**src/rtl/instr_perf_counters.sv**
```systemverilog
// -----------------------------------------------------------------------------
// instr_perf_counters
//
// Retired-instruction performance counters with a snapshot bank.
//
// Twelve live counters track elapsed cycles, non-NOP retired instructions and
// one count per instruction class decoded from the retiring encoding. A snap
// pulse copies the live bank into a snapshot bank. All software-visible reads
// come from the snapshot bank, so a consistent set of values can be read out
// over many cycles while the live bank keeps running. Pulsing snap and clr
// together gives read-and-clear behaviour.
//
// Parameters
//   CNT_W        width of every counter (8..64)
//   SATURATE     1: counters hold at all-ones, 0: counters wrap to zero
//   CYCLE_LIMIT  freeze counting once CYCLE reaches this value (0 = no limit)
//
// Ports
//   clk           clock, rising edge
//   rst           synchronous reset, active low
//   retire_valid  one instruction retires this cycle
//   retire_instr  encoding of the retiring instruction
//   cnt_en        counting enable
//   clr           clear live counters, ovf and limit_hit
//   snap          copy live counters into the snapshot bank
//   rd_en         read request for snapshot[rd_addr]
//   rd_addr       counter index to read (12..15 read as zero)
//   rd_data       registered snapshot read data
//   rd_valid      rd_data carries the result of last cycle's read
//   ovf           sticky overflow flag per counter index
//   limit_hit     sticky flag: CYCLE_LIMIT has been reached
// -----------------------------------------------------------------------------
module instr_perf_counters #(
   parameter int unsigned      CNT_W       = 32,
   parameter bit               SATURATE    = 1'b1,
   parameter longint unsigned  CYCLE_LIMIT = 64'd0
) (
   input  logic             clk,
   input  logic             rst,
   input  logic             retire_valid,
   input  logic [31:0]      retire_instr,
   input  logic             cnt_en,
   input  logic             clr,
   input  logic             snap,
   input  logic             rd_en,
   input  logic [3:0]       rd_addr,
   output logic [CNT_W-1:0] rd_data,
   output logic             rd_valid,
   output logic [11:0]      ovf,
   output logic             limit_hit
);

   localparam int unsigned NUM_CNT = 12;

   localparam logic [CNT_W-1:0] CNT_MAX   = {CNT_W{1'b1}};
   localparam logic [CNT_W-1:0] LIMIT_VAL = CNT_W'(CYCLE_LIMIT);
   localparam bit               LIMIT_EN  = (CYCLE_LIMIT != 64'd0);

   // Counter index map; also the encoding of the decoded instruction class.
   typedef enum logic [3:0] {
      IDX_CYCLE  = 4'd0,
      IDX_TOTAL  = 4'd1,
      IDX_LD     = 4'd2,
      IDX_SD     = 4'd3,
      IDX_ADD    = 4'd4,
      IDX_SUB    = 4'd5,
      IDX_AND    = 4'd6,
      IDX_OR     = 4'd7,
      IDX_BRANCH = 4'd8,
      IDX_OPIMM  = 4'd9,
      IDX_NOP    = 4'd10,
      IDX_OTHER  = 4'd11
   } cnt_idx_e;

   localparam logic [6:0]  OP_LOAD   = 7'b0000011;
   localparam logic [6:0]  OP_STORE  = 7'b0100011;
   localparam logic [6:0]  OP_REG    = 7'b0110011;
   localparam logic [6:0]  OP_BRANCH = 7'b1100011;
   localparam logic [6:0]  OP_IMM    = 7'b0010011;
   localparam logic [31:0] NOP_ENC   = 32'h0000_0013;

   // ---------------------------------------------------------------------------
   // State
   // ---------------------------------------------------------------------------
   logic [CNT_W-1:0] cnt_q  [NUM_CNT];
   logic [CNT_W-1:0] snap_q [NUM_CNT];
   logic [11:0]      ovf_q;
   logic             limit_q;
   logic [CNT_W-1:0] rd_data_q;
   logic             rd_valid_q;

   // ---------------------------------------------------------------------------
   // Instruction class decode
   // ---------------------------------------------------------------------------
   cnt_idx_e   instr_cls;
   logic [6:0] opcode;
   logic [2:0] funct3;

   assign opcode = retire_instr[6:0];
   assign funct3 = retire_instr[14:12];

   // NOTE: every signal written in an always_comb gets a default on entry, so
   // no path through the case statements can leave it unassigned (no latch).
   always_comb begin
      instr_cls = IDX_OTHER;
      case (opcode)
         OP_LOAD:   instr_cls = IDX_LD;
         OP_STORE:  instr_cls = IDX_SD;
         OP_REG: begin
            case (funct3)
               3'b000:  instr_cls = retire_instr[30] ? IDX_SUB : IDX_ADD;
               3'b111:  instr_cls = IDX_AND;
               3'b110:  instr_cls = IDX_OR;
               default: instr_cls = IDX_OTHER;
            endcase
         end
         OP_BRANCH: instr_cls = IDX_BRANCH;
         // The canonical NOP is an ADDI and must be split out of OPIMM.
         OP_IMM:    instr_cls = (retire_instr == NOP_ENC) ? IDX_NOP : IDX_OPIMM;
         default:   instr_cls = IDX_OTHER;
      endcase
   end

   // ---------------------------------------------------------------------------
   // Increment requests and next counter values
   // ---------------------------------------------------------------------------
   logic             count_active;
   logic [11:0]      inc_req;
   logic [CNT_W-1:0] cnt_nxt [NUM_CNT];
   logic [11:0]      ovf_set;
   logic             limit_set;

   // Reset is handled in the register process; here only enable and the
   // frozen-by-limit condition gate counting.
   assign count_active = cnt_en && !limit_q;

   always_comb begin
      inc_req            = '0;
      inc_req[IDX_CYCLE] = 1'b1;
      if (retire_valid) begin
         inc_req[instr_cls] = 1'b1;
         inc_req[IDX_TOTAL] = (instr_cls != IDX_NOP);
      end
   end

   always_comb begin
      ovf_set = '0;
      for (int i = 0; i < NUM_CNT; i++) begin
         cnt_nxt[i] = cnt_q[i];
         if (count_active && inc_req[i]) begin
            if (cnt_q[i] == CNT_MAX) begin
               cnt_nxt[i] = SATURATE ? CNT_MAX : '0;
               ovf_set[i] = 1'b1;
            end else begin
               cnt_nxt[i] = cnt_q[i] + 1'b1;
            end
         end
      end
   end

   // The flag rises on the same edge that moves CYCLE onto the limit value.
   assign limit_set = LIMIT_EN && count_active && (cnt_nxt[IDX_CYCLE] == LIMIT_VAL);

   // ---------------------------------------------------------------------------
   // Snapshot read mux; indices past the last counter read as zero
   // ---------------------------------------------------------------------------
   logic [CNT_W-1:0] rd_mux;

   always_comb begin
      rd_mux = '0;
      for (int i = 0; i < NUM_CNT; i++) begin
         if (rd_addr == 4'(i)) begin
            rd_mux = snap_q[i];
         end
      end
   end

   // ---------------------------------------------------------------------------
   // Registers
   // ---------------------------------------------------------------------------
   // NOTE: sequential state uses non-blocking assignments so every register
   // samples pre-edge values; this is what lets snap capture the counters as
   // they stood before this cycle's increment or clear.
   always_ff @(posedge clk) begin
      if (!rst) begin
         // NOTE: the snapshot bank is a small flop array that software may read
         // straight after reset, so it is reset like any other register rather
         // than left undefined as a RAM would be.
         for (int i = 0; i < NUM_CNT; i++) begin
            cnt_q[i]  <= '0;
            snap_q[i] <= '0;
         end
         ovf_q      <= '0;
         limit_q    <= 1'b0;
         rd_data_q  <= '0;
         rd_valid_q <= 1'b0;
      end else begin
         if (snap) begin
            for (int i = 0; i < NUM_CNT; i++) begin
               snap_q[i] <= cnt_q[i];
            end
         end

         if (clr) begin
            for (int i = 0; i < NUM_CNT; i++) begin
               cnt_q[i] <= '0;
            end
            ovf_q   <= '0;
            limit_q <= 1'b0;
         end else begin
            for (int i = 0; i < NUM_CNT; i++) begin
               cnt_q[i] <= cnt_nxt[i];
            end
            ovf_q   <= ovf_q | ovf_set;
            limit_q <= limit_q | limit_set;
         end

         rd_valid_q <= rd_en;
         if (rd_en) begin
            rd_data_q <= rd_mux;
         end
      end
   end

   assign rd_data   = rd_data_q;
   assign rd_valid  = rd_valid_q;
   assign ovf       = ovf_q;
   assign limit_hit = limit_q;

endmodule

```
**config.mk**
```make
export PLATFORM = sky130hd
export DESIGN_NAME = instr_perf_counters
export DESIGN_NICKNAME = d
export VERILOG_FILES = /design/src/rtl/instr_perf_counters.sv
export SDC_FILE = /design/constraint.sdc
export NUM_CORES = 1
export LEC_CHECK = 0
export CAP_MARGIN = 20
export CORE_ASPECT_RATIO = 1.5
export CORE_MARGIN = 4
export CORE_UTILIZATION = 60
export DETAILED_ROUTE_END_ITERATION = 8
export PLACE_DENSITY = 0.75
export SYNTH_ARGS = -nofsm -noshare
export SYNTH_HDL_FRONTEND = slang
export SYNTH_SLANG_ARGS = --single-unit
```
**constraint.sdc**
```tcl
create_clock -name clk -period 27.4 [get_ports clk]
set_clock_uncertainty 0.15 [all_clocks]
set_input_delay 6.85 -clock clk [delete_from_list [all_inputs] [get_ports clk]]
set_output_delay 6.85 -clock clk [all_outputs]
set_load 0.1 [all_outputs]
```
==> results of run 1 <==
==> state kept, by name, summed over array words and instances (netlist names) <==
| signal | count |
|---|---|
| cnt_q | 384 |
| ovf | 12 |
| rd_data | 32 |
| rd_valid | 1 |
| snap_q | 384 |
==> layer usage <==
layer | routed length (microns) | up-vias | GRT usage, %
met5 | 16 | - | 0
met3 | 8820 | 343 | 5.07
met4 | 8310 | 2 | 18.7
met1 | 43400 | 15091 | 39.0
met2 | 58200 | 1521 | 53.0
li1 | - | 13715 | -
==> cell usage after synthesis, types with 42 or more instances <==
cell	count	area share, %
nor4_1	50	0.76
clkbuf_1	222	2.0
and3_1	379	5.8
a22oi_1	47	0.86
nand2_1	190	1.7
nand3_1	161	2.0
and2_1	97	1.5
xnor2_1	125	2.7
and4_1	51	1.1
nand4_1	116	1.8
a21oi_1	411	5.0
nor2_1	152	1.4
a211oi_1	45	0.83
inv_1	42	0.39
xor2_1	170	3.6
nor3_1	65	0.80
dfxtp_1	45	2.2
o21ai_0	80	0.98
edfxtp_1	768	56
==> critical path: cells and delay by family <==
family,cells,cell delay [ns]
and+or+nand+nor,1,0.34
AOI/OAI and AO/OA,1,0.12
buffers and inverters,4,2.97
==> power breakdown <==
| part | switching (W) | internal (W) | total [W] |
|---|---|---|---|
| combinational | 0.000152 | 0.0000699 | 0.000222 |
| clock | 0.000481 | 0.000677 | 0.00116 |
| sequential | 0.0000768 | 0.00144 | 0.00152 |
| total | 0.000709 | 0.00219 | 0.00290 |
==> through the flow <==
| stage | area, sq um | power, W | worst slack, ns |
|---|---|---|---|
| finish | 45100 | 0.00290 | 17.05 |
| global route | 45100 | 0.00298 | 16.83 |
| global placement | 42300 | 0.00175 | 16.60 |
| CTS | 45000 | 0.00290 | 17.18 |
| detailed placement | 42300 | 0.00176 | 16.47 |
| floorplan | 40900 | 0.00167 | 9.96 |
==> layout make-up <==
| cell class | count | area share (%) |
|---|---|---|
| flip-flops and latches | 813 | 53.2 |
| inverters | 42 | 0.350 |
| multi-input cells | 2495 | 35.0 |
| clock inverters | 50 | 1.36 |
| repair buffers | 141 | 2.91 |
| clock buffers | 95 | 4.70 |
| well taps | 892 | 2.48 |
==> cells by family (layout without fill, tap and decap cells) <==
kind of cell	Yosys count	in the layout
adder cells (fa/ha/maj)	12	12
XOR/XNOR	295	295
AND/OR/NAND/NOR	1390	1390
buffers and inverters	308	328
other	1	1
AO/OA/AOI/OAI	759	759
flip-flops	813	813
multiplexers	38	38
==> worst max path at each step <==
| stage | to | slack (ns) |
|---|---|---|
| global placement | cnt_q[2][63] | 16.60 |
| floorplan | snap_q[0][0] | 9.96 |
| global route | cnt_q[2][62] | 16.83 |
| detailed placement | cnt_q[2][62] | 16.47 |
| CTS | cnt_q[2][62] | 17.18 |
| finish | cnt_q[1][91] | 17.05 |
==> impl_metrics.yaml, run 1 <==
hold_path:
  hp-start: "ovf[1]"
  hold_path_end: "ovf[1]"
  hold_path_class: "reg2reg"
  min_path_cells: 2
yosys:
  synth_mux_area_share_pct: 1.18
  ys_types: 79
  synth_top_family_by_area: "simple AND/OR/NAND/NOR gates"
  synth_xor_xnor_area_share_pct: 6.32
  postSynthRegisterBits: 813
  syn_inst: 3616
  synth_ff_type: "edfxtp_1"
  synth_simple_gate_area_share_pct: 19.3
  synth_enable_flop_cells: 768
  synth-seq-area-share_pct: 58.6
  yosysWarnings: 0
  synth_fp_nets: 3671
  synth-adder-area-share_pct: 0.367
  average_cell_area_after_synthesis_sq_um: 11.3
  async_reset_ff_share_pct: 0
  post_synth_instance_area_sq_mm: 0.0409
  synth-compound-area-share_pct: 11.2
sta:
  worstMarginPinSlew_ns: 1.16
  timing.slew.headroom_pct: 22.8
  finalSetupViolCount: 0
  final.setup.tns_ns: 0
  finalCriticalPeriod_ns: 10.35
  hold-worst-slack_ns: 0.332
  timing_hold_violations_final: 0
  setup_repair_after_global_routing_missed_its_margin: "no"
  final-max-slew-violation-count: 0
  max_freq_mhz: 96.6
  period_share_pct: 37.8
worst_setup_path:
  critical_path_required_ns: 27.58
  cell_mode_on_critical_path: "buf_4"
  crit_path_max_fanout: 92
  r2r_start: "cnt_q[1][32]"
  rr_endpoint: "ovf[5]"
  cpMaxStageDelayCell: "buf_4"
  critPathLaunch: "clr"
  critPathArrivalTime_ns: 10.53
  cp_cell_sequence: "clkdlybuf4s50_1 -> nand2b_4 -> buf_4 -> buf_4 -> buf_4 -> a21oi_1"
  critical_path_source_type: "input port"
  criticalPathCategory: "in2reg"
  reg2regPathDepth: 6
  reg2reg_setup_slack_ns: 24.02
  max_stage_delay_ns: 0.89
  critPathCaptureType: "flip-flop"
layout:
  fin_util_pct: 66.5
  share_of_layout_cells_above_drive_strength_1_pct: 6.90
  final_cell_mix: "768 x edfxtp_1, 411 x a21oi_1, 379 x and3_1"
  area_growth_syn_to_layout_pct: 10.2
  final_common_cell: "edfxtp_1"
  antenna_cells: 0
  sequential_cell_area_sq_mm: 0.0240
  final_nets: 3626
  fillerInstances: 4960
  multi_input_area_sq_mm: 0.0158
  final-instance-count-excl-fill: 4528
placement:
  portBuffers: 87
  numPlacedInstances: 4379
  gp_congestion: 1.03
  detailedPlacementHpwl_mm: 82.2
cts:
  clock_latency_ns: 0.64
  h-tree-depth: 3
  clock_sinks: 813
  postCtsHoldBufs: 0
  numCtsBuffers: 78
  clk_transition_reported_paths_ns: 0.07
  postCtsResizedCells: 0
  deepest_clock_path_buffer_count: 3
  root_buffer: "clkbuf_16"
  cts_tree: "built"
  cts_setup_buffers: 0
drt:
  detail_route.iter0.violations: 4229
  antenna_violating_nets_post_route: 0
  drtPass1Iterations: 7
  drc: 0
  detail_route.vias_per_cell: 6.77
  route.final.wire_length_mm: 119
  wl_per_cell_microns: 26.2
  via_count: 30672
die:
  floorplan.rows: 117
  dieArea_sq_mm: 0.0725
  start_util_pct: 60.3
  io_pins: 89
  die_h_microns: 328
  chipWidth_microns: 221
  design.core.area_sq_mm: 0.0678
power:
  worst_ir_drop_vdd_uv: 62.5
  static-leakage-power_nw: 16.6
  power.density_mw_per_mm2: 64.3
grt:
  track_usage_pct: 31.7
  number_of_antenna_violations_at_the_first_check_in_global_routing: 1
  first_global_vias: 29306
  grt_overflow: 0
  grt_max_degree: 181
  grt_first_pass_wirelength_mm: 179
outcome:
  status: "finished, final reports clean"
run:
  max_cap_violations: 0
No activity file was read; power rests on OpenSTA's default activity.
==> inputs of run 2 (changes only) <==
==> constraint.sdc (replaced) <==
create_clock -name clk -period 10.6 [get_ports clk]
set_clock_uncertainty 0.15 [all_clocks]
set_input_delay 2.65 -clock clk [delete_from_list [all_inputs] [get_ports clk]]
set_output_delay 2.65 -clock clk [all_outputs]
set_load 0.1 [all_outputs]
==> run 2 against run 1 <==
  * First-iteration DRC count grew 6.1%
  * Count of clock-buffer cells in the layout grew 8
  * Wire length increased by 1.8%
  * Final cell count fell by 0.15%
  * Critical endpoint is now cnt_q[1][101]
  * Sequential power increased to 2.6 times the previous value
  * Non-clock buffer count shrank 1
  * Global-route usage up 0.81 points
  * Final area fell by 0.43%
  * Via count increased by 1.0%
  * Setup slack got worse by 12 ns
  * Highest routed layer is now met4
==> impl_metrics.yaml, run 2 (synthesis gave the netlist of run 1 again) <==
grt:
  first_global_vias: 29298
  grt_overflow: 0
  number_of_antenna_violations_at_the_first_check_in_global_routing: 3
  grt_max_degree: 229
  grt_first_pass_wirelength_mm: 183
  track_usage_pct: 32.5
sta:
  timing_hold_violations_final: 0
  setup_repair_after_global_routing_missed_its_margin: "no"
  finalSetupViolCount: 0
  worstMarginPinSlew_ns: 1.05
  final-max-slew-violation-count: 0
  final.setup.tns_ns: 0
  timing.slew.headroom_pct: 29.8
  period_share_pct: 49.9
  max_freq_mhz: 189
  finalCriticalPeriod_ns: 5.29
die:
  design.core.area_sq_mm: 0.0678
  start_util_pct: 60.3
  io_pins: 89
  die_h_microns: 328
  floorplan.rows: 117
  dieArea_sq_mm: 0.0725
  chipWidth_microns: 221
power:
  power.density_mw_per_mm2: 163
  worst_ir_drop_vdd_uv: 127
  static-leakage-power_nw: 16.5
placement:
  numPlacedInstances: 4378
  portBuffers: 87
  placement.cell_area_sq_mm: 0.0423
  detailedPlacementHpwl_mm: 84.0
  gp_congestion: 1.06
drt:
  detail_route.vias_per_cell: 6.85
  route.final.wire_length_mm: 121
  wl_per_cell_microns: 26.7
  drtPass1Iterations: 9
  detail_route.iter0.violations: 4486
  antenna_violating_nets_post_route: 0
  via_count: 30987
  drc: 0
worst_setup_path:
  critPathCaptureType: "flip-flop"
  r2r_start: "cnt_q[2][96]"
  max_stage_delay_ns: 0.73
  cp_cell_sequence: "clkdlybuf4s50_1 -> nand3b_1 -> o21ai_0 -> o21ai_0 -> nand2_1 -> nand2_1 -> buf_4"
  timing.critical_path.max_delay_family: "buffers and inverters"
  timing.critical_path.buf_inv: 2
  critPathArrivalTime_ns: 5.43
  critical_path_source_type: "input port"
  cpMaxStageDelayCell: "o21ai_0"
  crit_path_max_fanout: 32
  criticalPathCategory: "in2reg"
  critical_path_required_ns: 10.74
  critPathLaunch: "retire_instr[5]"
cts:
  cts_tree: "built"
  h-tree-depth: 3
  postCtsResizedCells: 0
  clock_sinks: 813
  clock_latency_ns: 0.65
  clk_transition_reported_paths_ns: 0.07
  deepest_clock_path_buffer_count: 3
  cts_setup_buffers: 0
  postCtsHoldBufs: 0
  numCtsBuffers: 77
  root_buffer: "clkbuf_16"
hold_path:
  hold_path_class: "reg2reg"
  hp-start: "rd_data[20]"
outcome:
  status: "finished, final reports clean"
layout:
  fillerInstances: 5052
  final-instance-count-excl-fill: 4521
  final_cell_mix: "768 x edfxtp_1, 411 x a21oi_1, 379 x and3_1"
  final_nets: 3624
  area_growth_syn_to_layout_pct: 9.74
  final_cell_area_sq_mm: 0.0449
  share_of_layout_cells_above_drive_strength_1_pct: 6.50
  final_common_cell: "edfxtp_1"
  antenna_cells: 0
run:
  max_cap_violations: 0
[run 2: worst reg2reg max path: stages (launching register included)]
cell and delay [ns]:
edfxtp_1 0.42, ha_1 0.23, nand3_1 0.10, nor4_2 0.89, and4bb_2 0.45, nand2_1 0.63, a21oi_1 0.38
[run 2: final timing paths]
path	to	slack [ns]	depth (start not counted)
max	cnt_q[1][101]	5.31	7
min	rd_data[20]	0.33	2
max reg2reg	cnt_q[2][114]	7.18	6
min reg2reg	rd_data[20]	0.33	2
[run 2: final cells by class]
class	count	area [sq um]	share of cell area (%)
sequential	813	24000	53.4
timing repair buffer	140	1350	3.01
inverter	42	158	0.351
tap	892	1120	2.49
clock buffer	103	2140	4.76
multi-input combinational	2495	15800	35.2
clock inverter	36	364	0.811
[run 2: report_power, final]
part | switching [W] | internal [W]
sequential | 0.000205 | 0.00373
combinational | 0.000387 | 0.000182
clock | 0.00122 | 0.00157
[run 2: per-layer routing]
metal	global-route usage [%]	part of all wire, %	vias up
met5	0	0	-
met4	19.1	7.1	0
met3	5.43	8.4	325
met2	52.8	48	1728
met1	41.4	37	15231
li1	-	-	13703
[run 2: metrics by stage]
stage / hold WS (ns) / worst slack (ns) / total power (W) / utilization [%]
2_1_floorplan: 0.360 / 1.91 / 0.00431 / -
3_3_place_gp: 0.305 / 4.35 / 0.00453 / 62.3
3_5_place_dp: 0.310 / 4.61 / 0.00455 / 62.4
4_1_cts: 0.328 / 5.30 / 0.00730 / 66.1
5_1_grt: 0.352 / 5.12 / 0.00751 / 66.2
6_report: 0.330 / 5.31 / 0.00730 / 66.2
